<file path="src/rtl/bar_shift_out.sv">
// bar_shift_out: serial transmitter for a 74HC595-style shift-register chain.
// A parallel word is taken on a valid/ready handshake and shifted out MSB- or LSB-first
// on a divided serial clock. A latch strobe then moves the word onto the chain outputs.
module bar_shift_out #(
    parameter int WIDTH     = 32,
    parameter int CLKDIV    = 2,
    parameter int LSB_FIRST = 0
) (
    input  logic             CLK,
    input  logic             RST,
    input  logic [WIDTH-1:0] din,
    input  logic             din_valid,
    output logic             din_ready,
    output logic             sdo,
    output logic             sclk,
    output logic             latch,
    output logic             busy
);

    localparam int unsigned DW = $clog2(CLKDIV + 1);
    localparam int unsigned BW = $clog2(WIDTH + 1);
    localparam logic [DW-1:0] DIV_LAST = DW'(CLKDIV - 1);
    localparam logic [BW-1:0] BIT_LAST = BW'(WIDTH - 1);

    typedef enum logic [1:0] {
        IDLE  = 2'd0,
        LOW   = 2'd1,
        HIGH  = 2'd2,
        LATCH = 2'd3
    } state_t;

    state_t           state;
    logic [WIDTH-1:0] shreg;
    logic [DW-1:0]    div;
    logic [BW-1:0]    bitcnt;
    logic [WIDTH-1:0] shreg_next;
    logic             div_done;

    // Bit that goes on the wire next, taken from the end selected by LSB_FIRST.
    function automatic logic head_bit(input logic [WIDTH-1:0] w);
        return (LSB_FIRST != 0) ? w[0] : w[WIDTH-1];
    endfunction

    // Shift direction follows the transmit order; the phase ends on the last divider count.
    always_comb begin
        shreg_next = (LSB_FIRST != 0) ? (shreg >> 1) : (shreg << 1);
        div_done   = (div == DIV_LAST);
    end

    // Frame sequencer. Every output is a register, so sclk and latch cannot glitch.
    always_ff @(posedge CLK or posedge RST) begin
        if (RST) begin
            state     <= IDLE;
            shreg     <= '0;
            div       <= '0;
            bitcnt    <= '0;
            din_ready <= 1'b0;
            sdo       <= 1'b0;
            sclk      <= 1'b0;
            latch     <= 1'b0;
            busy      <= 1'b0;
        end else begin
            case (state)
                IDLE: begin
                    din_ready <= 1'b1;
                    sclk      <= 1'b0;
                    latch     <= 1'b0;
                    busy      <= 1'b0;
                    div       <= '0;
                    if (din_valid && din_ready) begin
                        shreg     <= din;
                        bitcnt    <= '0;
                        sdo       <= head_bit(din);
                        busy      <= 1'b1;
                        din_ready <= 1'b0;
                        state     <= LOW;
                    end
                end
                LOW: begin
                    if (div_done) begin
                        div   <= '0;
                        sclk  <= 1'b1;
                        state <= HIGH;
                    end else begin
                        div <= div + DW'(1);
                    end
                end
                HIGH: begin
                    if (div_done) begin
                        div    <= '0;
                        sclk   <= 1'b0;
                        shreg  <= shreg_next;
                        bitcnt <= bitcnt + BW'(1);
                        if (bitcnt == BIT_LAST) begin
                            // sdo keeps the final bit through the latch phase and idle.
                            latch <= 1'b1;
                            state <= LATCH;
                        end else begin
                            sdo   <= head_bit(shreg_next);
                            state <= LOW;
                        end
                    end else begin
                        div <= div + DW'(1);
                    end
                end
                LATCH: begin
                    if (div_done) begin
                        div       <= '0;
                        latch     <= 1'b0;
                        busy      <= 1'b0;
                        din_ready <= 1'b1;
                        state     <= IDLE;
                    end else begin
                        div <= div + DW'(1);
                    end
                end
                default: state <= IDLE;
            endcase
        end
    end

endmodule

</file>
<file path="config.mk">
export PLATFORM = sky130hd
export DESIGN_NAME = bar_shift_out
export DESIGN_NICKNAME = d
export VERILOG_FILES = /design/src/rtl/bar_shift_out.sv
export SDC_FILE = /design/constraint.sdc
export NUM_CORES = 1
export LEC_CHECK = 0
export ABC_AREA = 1
export ABC_CLOCK_PERIOD_IN_PS = 1640
export BUFFER_PORTS_ARGS = -buffer_cell sky130_fd_sc_hd__buf_2
export CELL_PAD_IN_SITES_DETAIL_PLACEMENT = 1
export CELL_PAD_IN_SITES_GLOBAL_PLACEMENT = 2
export CORE_MARGIN = 8
export CORE_UTILIZATION = 32
export DETAILED_ROUTE_END_ITERATION = 8
export HOLD_SLACK_MARGIN = 0.05
export PLACE_DENSITY = 0.85
export SYNTH_ARGS = -nofsm -noshare
export SYNTH_HDL_FRONTEND = slang
export SYNTH_SLANG_ARGS = --single-unit
</file>
<file path="constraint.sdc">
create_clock -name CLK -period 1.64 [get_ports CLK]
set_clock_uncertainty 0.1 [all_clocks]
set_input_delay 0.246 -clock CLK [delete_from_list [all_inputs] [get_ports CLK]]
set_output_delay 0.246 -clock CLK [all_outputs]
set_load 0.01 [all_outputs]
</file>
==> flow_metrics.py <==
metrics = {
    "flow_run": {
        "max-cap-violations": 0,
    },
    "grt": {
        "antenna_found_initial": 0,
        "grt_max_degree": 47,
        "grt_overflow": 0,
        "grt_usage_pct": 11.1,
        "first_global_vias": 2075,
        "grt_pass1_wl_um": 9310,
    },
    "sta": {
        "drv_slew": 0,
        "finalSetupTns_ps": 0,
        "setup_slack_ps": 182,
        "hold_viol_final": 0,
        "rsz0062_at_grt": "false",
        "hold_slack_ps": 80.7,
        "worstMarginPinSlew_ps": 314,
        "fmax_mhz": 686,
        "period_share_pct": 88.9,
        "post-route-min-period_ps": 1460,
        "setup_viol_count_final": 0,
        "max_slew_margin_pct": 78.9,
    },
    "worst_setup_path": {
        "critPathCaptureType": "flop",
        "required_ps": 1770,
        "crit_arrival_ps": 1590,
        "worstSetupPathType": "reg -> reg",
        "critPathMaxFanout": 41,
        "worstSetupStartpointType": "flop",
    },
    "clock_tree": {
        "clock-sinks": 46,
        "clock_latency_ps": 300,
        "htreeDepth": 2,
        "root_buffer": "clkbuf_8",
        "cts_buffer_depth": 2,
        "clkSlewWorstSetupHoldPaths_ps": 90,
        "cts_tree": "done",
        "cts_inserted_buffers": 5,
        "ctsResizeCount": 0,
    },
    "synth": {
        "synthTopCellsByArea": "dfrtp_1 (49%), nand2_1 (11%), o21ai_0 (10%)",
        "syn_nets": 330,
        "synth_cells": 294,
        "syn_area_per_cell_um2": 8.03,
        "ys_seq_elements": 46,
        "synth.distinct_cells": 22,
        "netlist_area_mm2": 0.00236,
        "yosys_warnings": 0,
        "synth_top_area_cell": "dfrtp_1",
        "seq_area_frac_synth_pct": 48.7,
        "synth_top_area_share_pct": 48.7,
    },
    "floorplanning": {
        "die_w_um": 102,
        "die_area_mm2": 0.0104,
        "rows": 31,
        "core-area_mm2": 0.00721,
        "pin_count": 40,
        "fp.dieH_um": 102,
        "start_util_pct": 32.7,
    },
    "layout": {
        "final_common_cell": "nand2_1",
        "synthToLayoutAreaGrowth_pct": 17.8,
        "design_area_mm2": 0.00278,
        "fin_nets": 369,
        "drive_above_1_share_pct": 25.7,
        "num_antenna_cells": 0,
        "final_cell_mix": "nand2_1 (72), o21ai_0 (47), inv_1 (46), dfrtp_1 (46), buf_2 (39)",
    },
    "route": {
        "first_pass_iters": 4,
        "viasPerCell": 4.46,
        "routed_wl_um": 5170,
        "route.detailed.drc": 0,
        "drt_iter0_markers": 79,
        "routedWlPerCell_um": 11.9,
        "drtAntennaViolNets": 0,
        "vias": 1932,
    },
    "worst_hold_path": {
        "hold_path.class": "in -> reg",
    },
    "place": {
        "place_hpwl_um": 3900,
        "dp_slack_ps": 171,
        "port_buffers": 39,
        "dpl-instance-area_mm2": 0.00268,
        "gp_congestion": 0.810,
    },
    "pwr": {
        "cellLeakagePower_nw": 1.42,
        "ir_worst_vdd_mv": 0.528,
        "power_density_mw_per_mm2": 1520,
    },
    "run_status": {
        "status": "finished clean",
    },
}
[where the power goes]
| part | switching (mW) | total (mW) | leakage [nW] | internal [mW] |
|---|---|---|---|---|
| logic | 1.09 | 1.78 | 0.790 | 0.681 |
| registers | 0.179 | 1.76 | 0.582 | 1.59 |
| clock network | 0.398 | 0.698 | 0.0441 | 0.300 |
| total | 1.67 | 4.24 | 1.42 | 2.57 |
[worst paths after layout]
kind,cells after the start,slack (ps),end,from
max in group asynchronous,4,790,shreg[7],RST
min,3,80,shreg[0],din[0]
min reg2reg,1,390,div[0],div[0]
max,7,180,shreg[22],state[1]
min in group asynchronous,4,420,shreg[17],RST
max reg2reg,7,180,shreg[22],state[1]
[Yosys cell counts]
master	instances
buf_6	3
nor2_1	10
dfrtp_1	46
nand2_1	72
nand2_4	2
a21oi_1	5
buf_8	1
nor2_4	2
buf_4	3
o21ai_0	47
nand2_2	12
o21ai_1	10
o21ai_2	13
ha_1	1
inv_2	2
buf_2	6
o22ai_1	1
inv_1	47
nor2_2	1
nor3_1	1
nand3_1	8
clkbuf_1	1
[routing by layer]
| layer | vias to the layer above | part of all wire (%) | global-route usage [%] |
|---|---|---|---|
| li1 | 990 | - | - |
| met1 | 904 | 46 | 13.2 |
| met2 | 29 | 47 | 18.6 |
| met3 | 9 | 5.0 | 3.27 |
| met4 | 0 | 1.6 | 3.72 |
| met5 | - | 0 | 0 |
[worst max-delay path: stages, from the launching register on]
cell and delay (ps):
dfrtp_1 500, inv_2 70, nor2_4 130, nand2_2 80
nand2_4 120, buf_12 220, nand2_1 80, o21ai_0 70
[state kept, by name, indices dropped and copies added (netlist names)]
name and flops:
latch 1, busy 1, state 2, sdo 1, din_ready 1, shreg 31, sclk 1, bitcnt 6
div 2
[through the flow]
stage | power (mW) | instances | util [%]
global route | 4.67 | 433 | 38.6
CTS | 4.35 | 433 | 38.6
detailed placement | 3.61 | 424 | 37.2
finish | 4.24 | 433 | 38.6
floorplan | 3.17 | 294 | -
global placement | 3.54 | 424 | 37.2
[cells by family after synthesis]
kind of cell / Yosys count / synth area share (%)
AOI/OAI and AO/OA: 76 / 18.2
buffers and inverters: 63 / 12.2
and+or+nand+nor: 108 / 20.3
DFF: 46 / 48.7
adders and majority gates: 1 / 0.530
[cell type report]
| type | instances | area (um2) |
|---|---|---|
| Sequential cell | 46 | 1150 |
| Multi-Input combinational cell | 185 | 922 |
| Timing Repair Buffer | 46 | 313 |
| Fill cell | 920 | 4430 |
| Clock inverter | 3 | 21.3 |
| Inverter | 49 | 184 |
| Clock buffer | 5 | 68.8 |
| Tap cell | 99 | 124 |
[what timing repair did]
item                                    CTS  global route
buffers inserted                          0             0
endpoints found under the hold margin    46             0
hold buffers                              1             0
endpoints found under the setup margin    0             0
(Power assumes the default switching activity.)
